**src/rtl/sigmoid_sched.sv**
```systemverilog
// Round-robin issue of requester operands to one shared pipelined sigmoid unit,
// with a latency-matched tag pipeline that routes each result back to its issuer.
module sigmoid_sched #(
    parameter int N_REQ = 4,
    parameter int W     = 17,
    parameter int LAT   = 2
) (
    input  logic               clk,
    input  logic               reset_n,
    input  logic               enable,
    input  logic [N_REQ-1:0]   req_valid,
    input  logic [N_REQ*W-1:0] req_data,
    output logic [N_REQ-1:0]   req_ready,
    output logic [W-1:0]       sig_x,
    output logic               sig_valid,
    input  logic [W-1:0]       sig_y,
    output logic [N_REQ-1:0]   rsp_valid,
    output logic [W-1:0]       rsp_data,
    output logic               busy
);

    localparam int PW = (N_REQ > 1) ? $clog2(N_REQ) : 1;

    logic [PW-1:0]    ptr_q, ptr_d;
    logic [W-1:0]     sig_x_q, sig_x_d;
    logic             sig_valid_q, sig_valid_d;
    logic [LAT-1:0]   tag_vld_q, tag_vld_d;
    logic [PW-1:0]    tag_id_q [LAT];
    logic [PW-1:0]    tag_id_d [LAT];
    logic [N_REQ-1:0] rsp_valid_q, rsp_valid_d;

    logic             found;
    logic             transfer;
    logic [PW-1:0]    gnt_id;
    logic [W-1:0]     gnt_data;

    // Two passes: indices at or above ptr first, then the wrapped-around ones.
    always_comb begin
        found  = 1'b0;
        gnt_id = '0;
        for (int j = 0; j < N_REQ; j++) begin
            if (req_valid[j] && !found && (j >= int'(ptr_q))) begin
                found  = 1'b1;
                gnt_id = PW'(j);
            end
        end
        for (int j = 0; j < N_REQ; j++) begin
            if (req_valid[j] && !found) begin
                found  = 1'b1;
                gnt_id = PW'(j);
            end
        end
    end

    assign transfer = found && enable;

    always_comb begin
        req_ready = '0;
        gnt_data  = '0;
        for (int j = 0; j < N_REQ; j++) begin
            if (int'(gnt_id) == j) begin
                req_ready[j] = transfer;
                gnt_data     = req_data[j*W +: W];
            end
        end
    end

    always_comb begin
        ptr_d       = ptr_q;
        sig_x_d     = sig_x_q;
        sig_valid_d = transfer;
        if (transfer) begin
            sig_x_d = gnt_data;
            ptr_d   = (int'(gnt_id) == N_REQ - 1) ? '0 : gnt_id + PW'(1);
        end
    end

    // Tag stage 0 lines up with sig_valid; the tail is decoded into a register
    // so rsp_valid lands exactly LAT cycles after sig_valid, alongside sig_y.
    always_comb begin
        tag_vld_d    = '0;
        tag_id_d     = tag_id_q;
        tag_vld_d[0] = transfer;
        tag_id_d[0]  = gnt_id;
        for (int i = 1; i < LAT; i++) begin
            tag_vld_d[i] = tag_vld_q[i-1];
            tag_id_d[i]  = tag_id_q[i-1];
        end
        rsp_valid_d = '0;
        for (int j = 0; j < N_REQ; j++) begin
            rsp_valid_d[j] = tag_vld_q[LAT-1] && (int'(tag_id_q[LAT-1]) == j);
        end
    end

    always_ff @(posedge clk or negedge reset_n) begin
        if (!reset_n) begin
            ptr_q       <= '0;
            sig_x_q     <= '0;
            sig_valid_q <= 1'b0;
            tag_vld_q   <= '0;
            rsp_valid_q <= '0;
            for (int i = 0; i < LAT; i++) begin
                tag_id_q[i] <= '0;
            end
        end else begin
            ptr_q       <= ptr_d;
            sig_x_q     <= sig_x_d;
            sig_valid_q <= sig_valid_d;
            tag_vld_q   <= tag_vld_d;
            tag_id_q    <= tag_id_d;
            rsp_valid_q <= rsp_valid_d;
        end
    end

    assign sig_x     = sig_x_q;
    assign sig_valid = sig_valid_q;
    assign rsp_valid = rsp_valid_q;
    assign rsp_data  = sig_y;
    assign busy      = sig_valid_q | (|tag_vld_q);

endmodule

```
**config.mk**
```make
export PLATFORM = sky130hd
export DESIGN_NAME = sigmoid_sched
export DESIGN_NICKNAME = d
export VERILOG_FILES = /design/src/rtl/sigmoid_sched.sv
export SDC_FILE = /design/constraint.sdc
export NUM_CORES = 1
export LEC_CHECK = 0
export CAP_MARGIN = 10
export CORE_UTILIZATION = 35
export CTS_CLUSTER_DIAMETER = 200
export DETAILED_ROUTE_END_ITERATION = 8
export GPL_ROUTABILITY_DRIVEN = 0
export MAX_ROUTING_LAYER = met4
export PLACE_DENSITY_LB_ADDON = 0.15
export SLEW_MARGIN = 20
export SYNTH_ARGS = -nofsm -noshare
export SYNTH_HDL_FRONTEND = slang
export SYNTH_SLANG_ARGS = --single-unit
```
**constraint.sdc**
```tcl
create_clock -name clk -period 3.35 [get_ports clk]
set_clock_uncertainty 0.05 [all_clocks]
set_input_delay 0.67 -clock clk [delete_from_list [all_inputs] [get_ports clk]]
set_output_delay 0.67 -clock clk [all_outputs]
set_load 0.005 [all_outputs]
```
==> results of run 1 <==
layer usage:
layer | up-vias | global-route usage (%) | part of all wire [%] | wire, µm
met5 | - | - | 0 | 0
met4 | 0 | 7.692 | 2.1 | 106
met3 | 12 | 4.551 | 5.8 | 294
met2 | 72 | 33.00 | 51 | 2578
met1 | 844 | 21.52 | 41 | 2113
li1 | 905 | - | - | -
Yosys cell counts (all sizes together):
master,count
a21boi,2
a21oi,17
a221o,17
a22o,1
a31oi,17
and2,4
and3,1
and3b,2
buf,29
clkbuf,6
dfrtp,29
ha,4
inv,20
mux2i,1
nand2,21
nand3b,17
nor2,20
nor3b,1
o21ai,1
o221a,1
o221ai,2
o41ai,1
or2,1
or3b,1
layout make-up:
type                    count  area, µm²
well taps                  70      87.58
inverters                  20      75.07
flip-flops and latches     29      725.7
clock buffers               5      68.82
clock inverters             3      17.52
fillers                   510       2220
multi-input cells         132      915.9
repair buffers            112       1095
cell families after synthesis:
family,count (synthesis)
muxes,1
AOI/OAI and AO/OA,59
DFF,29
buffers and inverters,55
adders and majority gates,4
and+or+nand+nor,68
flip-flops by register name (all words and copies together), names as in the netlist:
name,flops
ptr_q,2
tag_vld_q,2
tag_id_q,2
tag_id_d,2
sig_x,17
rsp_valid,4
metrics by stage:
stage	hold WS [ns]	setup TNS, ns	utilization [%]	instances	cell area (µm²)
global placement	0.2859	-0.2300	54.83	363	2854
global route	0.3045	0	57.36	371	2985
detailed placement	0.2871	-0.3485	54.83	363	2854
floorplan	0.2812	0	-	216	1922
CTS	0.3036	0	56.80	371	2957
finish	0.3037	0	57.36	371	2985
power groups by stage:
stage,Combinational [µW],Clock [µW],Sequential (µW)
floorplan,569,0,555
global placement,968,0,562
detailed placement,975,0,566
CTS,989,286,563
global route,1090,299,584
finish,991,274,567
timing repair:
| action | CTS | global route |
|---|---|---|
| pin swaps | 0 | 1 |
| resized for setup | 6 | 8 |
| endpoints found under the setup margin | 4 | 3 |
| endpoints found under the hold margin | 0 | 0 |
cell usage in the layout (no fill, tap or decap):
cell type / Yosys / layout
inv_1: 19 / 18
and2_4: 4 / 4
o221a_4: 0 / 1
clkinv_2: 0 / 2
and3b_1: 1 / 1
dfrtp_1: 29 / 29
o41ai_4: 1 / 1
a31oi_1: 17 / 17
a21oi_1: 17 / 17
mux2i_2: 0 / 1
clkdlybuf4s50_1: 0 / 99
nand2_1: 21 / 21
nor3b_1: 1 / 1
o221ai_4: 0 / 1
ha_1: 4 / 4
and3_1: 1 / 1
inv_2: 1 / 2
and3b_2: 1 / 1
o221ai_1: 2 / 1
buf_4: 21 / 11
dlymetal6s2s_1: 0 / 1
clkinvlp_4: 0 / 1
nand3b_1: 17 / 17
o21ai_2: 0 / 1
dlygate4sd2_1: 0 / 1
a22o_2: 1 / 1
clkbuf_8: 1 / 5
a21boi_2: 0 / 2
a221o_1: 17 / 17
or2_2: 1 / 1
nor2_1: 20 / 20
or3b_4: 0 / 1
worst max path at each step:
stage          slack (ns)  cells past startpoint    startpoint            to
6_report             0.09                      7  req_valid[3]  req_ready[3]
2_1_floorplan        0.57                      7  req_valid[1]  req_ready[3]
5_1_grt             0.008                      8  req_valid[2]  req_ready[3]
4_1_cts             0.005                      7  req_valid[2]  req_ready[3]
3_5_place_dp        -0.14                      7  req_valid[2]  req_ready[1]
3_3_place_gp         -0.1                      7  req_valid[2]  req_ready[1]
==> impl_metrics.ini, run 1 <==
[logic_synthesis]
ys_warn_count = 0
syn_nets = 312
syn_inst = 216
yosysTopAreaCell = dfrtp_1
synth.avg_cell_area_um2 = 8.897
synth_seq_cells = 29
synth_adder_area_share_pct = 2.604
yosys.area_share.simple_pct = 18.95
synth_top_family_by_area = compound AO/OA/AOI/OAI gates
synthMuxAreaShare_pct = 0.5208
synth-xor-area-share_pct = 0
synth-compound-area-share_pct = 23.31
synth-seq-area-share_pct = 37.76
netlist_area_mm2 = 0.001922
ys_types = 29
synth_top_cells_by_area = dfrtp_1 (38%), a221o_1 (8.9%), buf_4 (8.2%)
synth_top_area_share_pct = 37.76

[grt]
grt_max_degree = 37
grt_pass1_vias = 1763
track_usage_pct = 19.21
grt_overflow = 0
antenna_found_initial = 0
grt_pass1_wl_um = 8521

[flow_run]
cap_violations = 0

[finish]
syn_to_final_growth_pct = 55.34
diodes = 0
drive_above_1_share_pct = 11.96
nets = 396

[floorplan]
die-height_um = 76.10
coreArea_mm2 = 0.005205
die_area_mm2 = 0.005791
start_util_pct = 36.92
rows = 26
pin_count = 136
die_w_um = 76.10

[sta]
period_share_pct = 97.18
slew_headroom_pct = 75.29
setup_ws_ns = 0.09447
min_period_ns = 3.256
worst_slew_pin_slew_ns = 0.3707
setup_violations = 0
grt_setup_unrepaired = no
drv_slew = 0
hold_viol = 0
timing.fmax_ghz = 0.3072

[drt]
drt_iter0_drc = 62
wl_per_cell_um = 13.73
via_per_inst = 4.941
drtPass1Iterations = 4
wl_um = 5092
vias = 1833
drcViolationCount = 0
ant_nets = 0

[worst_setup_path]
arrival_ns = 2.54
start_kind = primary input
cp_slowest_stage_delay_ns = 0.51
cp_cell_sequence = clkdlybuf4s50_1 > and3b_2 > o21ai_2 > o221a_4 > ha_1 > and2_4 > clkdlybuf4s50_1
cp_common_cell = clkdlybuf4s50_1
r2r_cells = 8
worstSetupEndpointType = output port
criticalPathCategory = primary input to output port
r2r_setup_slack_ns = 0.94
cp_top_family = buffers and inverters
cp.required_ns = 2.63
crit_path_max_fanout = 3
slowest_stage = clkdlybuf4s50_1
worstReg2RegStart = ptr_q[1]
timing.critical_path.buf_inv = 2
r2r-end = sig_x[15]

[cts]
insertion_delay_ns = 0.28
cts_tree = done
clock_sinks = 29
cts_buffer_depth = 2
cts_made_buffers = 5
path_clk_slew_ns = 0.06
cts_max_level = 2
hold_buffers = 0
postCtsSetupBuffers = 0
root_buffer = clkbuf_8

[worst_hold_path]
hold_start = tag_id_d[1]
hold_path_depth = 0
hold_path.class = flip-flop to flip-flop
whs_endpoint = tag_id_q[1]

[power]
swShare_pct = 34.99
seq_power_share_pct = 31.0
leakage_uw = 0.001253
combPwrFrac_pct = 54.1
pwr-share-clk_pct = 15.0
netSwitchingPower_uw = 640.9
power.total_uw = 1832
peakVddDrop_v = 0.0002833
internal-power_uw = 1191
power_density_mw_per_mm2 = 613.6

[placed_design]
dp_slack_ns = -0.1397
portBuffers = 101
place_hpwl_um = 3836

[outcome]
status = complete, no violations
Power figures use the tool's default switching activity.
==> inputs of run 2 (changes only) <==
CTS_CLUSTER_SIZE = 24   (was unset)
HOLD_SLACK_MARGIN = 0.1   (was unset)
==> results of run 2 <==
Same layout as run 1: the final DEF is identical, and so are final timing and power.
==> inputs of run 3 (changes only) <==
MAX_ROUTING_LAYER = unset   (was met4)
==> impl_metrics.ini, run 3 (same netlist as run 1, synthesis figures left out) <==
[power]
netSwitchingPower_uw = 640.7
pwr-share-clk_pct = 15.0
combPwrFrac_pct = 54.1
swShare_pct = 34.98
peakVddDrop_v = 0.0002831
seq_power_share_pct = 31.0
internal-power_uw = 1191
leakage_uw = 0.001253
power_density_mw_per_mm2 = 613.6

[worst_setup_path]
worstSetupEndpointType = output port
r2r_setup_slack_ns = 0.94
cp_slowest_stage_delay_ns = 0.51
startpoint = req_valid[3]
arrival_ns = 2.54
cp_cell_sequence = clkdlybuf4s50_1 > and3b_2 > o21ai_2 > o221a_4 > ha_1 > and2_4 > clkdlybuf4s50_1
cp.required_ns = 2.63
criticalPathCategory = primary input to output port
cp_common_cell = clkdlybuf4s50_1
r2r_cells = 8
crit_path_max_fanout = 3
slowest_stage = clkdlybuf4s50_1
r2r-end = sig_x[15]
start_kind = primary input
worstReg2RegStart = ptr_q[1]

[cts]
postCtsSetupBuffers = 0
root_buffer = clkbuf_8
cts_made_buffers = 5
cts_max_level = 2
hold_buffers = 0
insertion_delay_ns = 0.28
cts_buffer_depth = 2
cts_tree = done
clock_sinks = 29
path_clk_slew_ns = 0.06

[sta]
timing.fmax_ghz = 0.3072
grt_setup_unrepaired = no
min_period_ns = 3.256
slew_headroom_pct = 75.37
setup_ws_ns = 0.09447
period_share_pct = 97.18
hold_viol = 0
worst_slew_pin_slew_ns = 0.3695
fin_tns_setup_ns = 0
drv_slew = 0
setup_violations = 0

[floorplan]
die_w_um = 76.10
coreArea_mm2 = 0.005205
die-height_um = 76.10
pin_count = 136
start_util_pct = 36.92
rows = 26
die_area_mm2 = 0.005791

[drt]
vias = 1831
drcViolationCount = 0
drtPass1Iterations = 4
ant_nets = 0
drt_iter0_drc = 67
wl_um = 5088
wl_per_cell_um = 13.71
via_per_inst = 4.935

[flow_run]
cap_violations = 0

[finish]
diodes = 0
largest_reg_flops = 17
post-route-cell-area_mm2 = 0.002985
syn_to_final_growth_pct = 55.34
drive_above_1_share_pct = 11.96
nets = 396
final_cell_mix = clkdlybuf4s50_1 (99), dfrtp_1 (29), nand2_1 (21)
final_common_cell = clkdlybuf4s50_1

[worst_hold_path]
hold_start = tag_id_d[1]
hold_path.class = flip-flop to flip-flop
whs_endpoint = tag_id_q[1]
hold_path_depth = 0

[grt]
grt_pass1_vias = 1764
antenna_found_initial = 0
grt_pass1_wl_um = 8514
grt_max_degree = 37
track_usage_pct = 18.67
grt_overflow = 0

[placed_design]
place_hpwl_um = 3836
postPlaceCellArea_mm2 = 0.002854
dp_slack_ns = -0.1397
portBuffers = 101

[outcome]
status = complete, no violations
[run 3: cell counts in the layout (fill, tap and decap cells not counted)]
Identical to the previous run, type by type.
[run 3: how the worst max path moves through the flow]
stage / to / slack, ns / depth (start not counted)
floorplan: req_ready[3] / 0.57 / 7
global placement: req_ready[1] / -0.1 / 7
detailed placement: req_ready[1] / -0.14 / 7
CTS: req_ready[3] / 0.005 / 7
global route: req_ready[3] / 0.008 / 8
finish: req_ready[3] / 0.09 / 7
[run 3: critical path: cells and delay by family]
family,cells,cell delay [ns]
AO/OA/AOI/OAI,2,0.35
adder cells (fa/ha/maj),1,0.16
buffers and inverters,2,1.00
AND/OR/NAND/NOR,2,0.35
[run 3: through the flow]
stage | instances | utilization (%) | hold slack, ns | total power, µW
finish | 371 | 57.36 | 0.3037 | 1832
global route | 371 | 57.36 | 0.3045 | 1969
CTS | 371 | 56.80 | 0.3036 | 1837
detailed placement | 363 | 54.83 | 0.2871 | 1541
global placement | 363 | 54.83 | 0.2859 | 1530
floorplan | 216 | - | 0.2812 | 1125
[run 3: layer usage]
metal	track usage, %	up-vias	wire, µm
met5	0	-	0
met4	7.692	0	106
met1	21.22	842	2087
met2	33.00	72	2570
met3	5.030	12	324
li1	-	905	-
[run 3: cell type report]
type | instances | area, µm²
clock buffers | 5 | 68.82
clock inverters | 3 | 17.52
fillers | 510 | 2220
inverters | 20 | 75.07
multi-input cells | 132 | 915.9
flip-flops and latches | 29 | 725.7
well taps | 70 | 87.58
repair buffers | 112 | 1095
[run 3: repair_timing]
| action | CTS | global route |
|---|---|---|
| gates resized for setup | 6 | 8 |
| endpoints found under the setup margin | 4 | 3 |
| pin swaps | 0 | 1 |
[run 3: power groups by stage]
stage / Combinational [µW] / Clock (µW) / Sequential, µW
finish: 990 / 274 / 567
global route: 1090 / 299 / 584
CTS: 989 / 286 / 563
detailed placement: 975 / 0 / 566
global placement: 968 / 0 / 562
floorplan: 569 / 0 / 555
==> RTL change (settings of run 1) <==
`LAT`: 2 -> 4.
--- a/src/rtl/sigmoid_sched.sv
+++ b/src/rtl/sigmoid_sched.sv
@@ -4,5 +4,5 @@
     parameter int N_REQ = 4,
     parameter int W     = 17,
-    parameter int LAT   = 2
+    parameter int LAT   = 4
 ) (
     input  logic               clk,
Function: changed (a bounded check fails within 4 cycles, from zero or initial values and one cycle with reset_n low).
==> RTL change against run 1 <==
  * Cell area increased by 3.8%
  * Worst hold slack got worse by 0.0035 ns
  * Clock power rose by 38%
  * Routed wire length grew 2.7%
  * Area after synthesis rose by 5.1%
  * Global-route usage is 0.53 points lower
  * Fmax down 1.4%
  * Setup slack got worse by 0.047 ns
  * Sequential cell count increased by 6
  * Power up 11%
  * Core utilization down 1.4 points
  * Critical path depth unchanged
  * Critical path type unchanged
  * Largest cell class unchanged
  * Largest power group unchanged
==> RTL change: results (changes against run 1) <==
largest net degree at the start of global routing 36 (was 37); asr flop ratio synth 100.0% (unchanged); commonest cells in the synthesized netlist 35 x dfrtp_1, 20 x inv_1, 19 x nor2_1 (was 29 x dfrtp_1, 21 x buf_4, 21 x nand2_1); setup slack at placement -0.03820 ns (was -0.1397 ns); later-pin clock latency in the skew report 0.28 ns (about the same); synth top area cells dfrtp_1 43%, a221o_1 8.4%, buf_4 6.3%, nand3b_1 6.3%, a31oi_1 5.3% (was dfrtp_1 38%, a221o_1 8.9%, buf_4 8.2%, nand3b_1 6.6%, a31oi_1 5.5%); vias in the first global route 1,833 (was 1,763); max incr delay on CP 0.50 ns; sw frac 33.51% (was 34.99%); largest delay contributor family on the critical path buffers and inverters (unchanged); fraction of layout cells with a size suffix above 1 7.895% (was 11.96%); DRT iter0 DRCs 81 (was 62); final WL 5227 um (was 5092 um); Worst Max-Slew Pin Slew 0.7601 ns (was 0.3707 ns); H-tree Lvls 2 (unchanged); Leakage 1.338 nW (was 1.253 nW); placement-stage cell area 2969 um2 (was 2854 um2); NumNets Final 399 (was 396); Hold Worst Slack 0.3002 ns (was 0.3037 ns); VDD IR max 0.3011 mV (was 0.2833 mV); max reg flops 17 (unchanged); drt via density 4.939 (was 4.941); fin worst setup slack 0.04737 ns (was 0.09447 ns); Net Count, Synth 317 (was 312); WP data arrival 2.58 ns (was 2.54 ns); sequential element share of the synthesized area 43.37% (was 37.76%); GRT Total Usage 18.69% (was 19.21%); first-pass GRT wire length 8562 um (was 8521 um); synth unique cells 28 (was 29); Post-DP HPWL 3952 um (was 3836 um); outcome finished, final reports clean (unchanged)
RTL change: repair_timing:
item / in CTS / in global routing
setup endpoints to repair: 4 / 4
hold buffers: 0 / 0
resized for setup: 1 / 8
pin swaps: 0 / 1
setup buffers: 0 / 0
RTL change: layout make-up:
cell class / instances / area [um2]
Fill cell: 505 / 2442
Timing Repair Buffer: 111 / 1089
Sequential cell: 35 / 875.8
Multi-Input combinational cell: 130 / 855.8
Tap cell: 72 / 90.09
Inverter: 20 / 75.07
Clock buffer: 5 / 68.82
Clock inverter: 3 / 43.79
RTL change: final timing paths:
check,cells past startpoint,from,endpoint
hold reg to reg,0,tag_id_d[4]$_DFF_PN0_,tag_id_d[2]$_DFF_PN0_
setup reg to reg,8,ptr_q[1]$_DFFE_PN0N_,sig_x[10]$_DFFE_PN0N_
max in group asynchronous,1,reset_n,ptr_q[1]$_DFFE_PN0N_
min in group asynchronous,1,reset_n,sig_x[16]$_DFFE_PN0N_
hold / removal,0,tag_id_d[4]$_DFF_PN0_,tag_id_d[2]$_DFF_PN0_
setup / recovery,7,req_valid[2],req_ready[1]
RTL change: cell families (layout without fill, tap and decap cells):
group                      Yosys count  count (layout)  share of synthesized area, %
AOI/OAI and AO/OA                   59              59                         21.31
buffers and inverters               56             139                         14.68
muxes                                2               2                         1.053
adders and majority gates            4               4                         2.478
and+or+nand+nor                     65              65                         17.10
DFF                                 35              35                         43.37
RTL change: metal layers:
layer | global-route usage [%] | vias to the layer above | share of wire (%)
met2 | 30.80 | 64 | 47
met4 | 7.778 | 0 | 2.3
met1 | 22.93 | 856 | 46
met3 | 2.706 | 14 | 4.5
li1 | - | 923 | -
met5 | - | - | 0
RTL change: worst reg2reg max path, cell delays in order (launching register included):
cell      delay (ns)
dfrtp_1         0.47
or3b_4          0.44
o221ai_2        0.10
buf_4           0.17
ha_1            0.16
buf_4           0.33
a21oi_1         0.08
a221o_1         0.38
a31oi_1         0.17
RTL change: per-stage QoR:
stage | cells | TNS, ns | util (%) | total power (W)
2_1_floorplan | 221 | 0 | - | 0.001200
3_3_place_gp | 368 | 0 | 53.59 | 0.001642
3_5_place_dp | 368 | -0.1205 | 53.59 | 0.001656
4_1_cts | 376 | 0 | 55.74 | 0.002040
5_1_grt | 376 | -0.02178 | 55.92 | 0.002184
6_report | 376 | 0 | 55.92 | 0.002025
RTL change: power by group through the flow:
stage	sequential (W)	clock [W]	combinational, W
after detailed placement	0.000672	0	0.000984
after global routing	0.000686	0.000409	0.00109
after global placement	0.000665	0	0.000977
final	0.000664	0.000377	0.000984
after floorplan	0.000654	0	0.000546
after CTS	0.000665	0.000386	0.000989
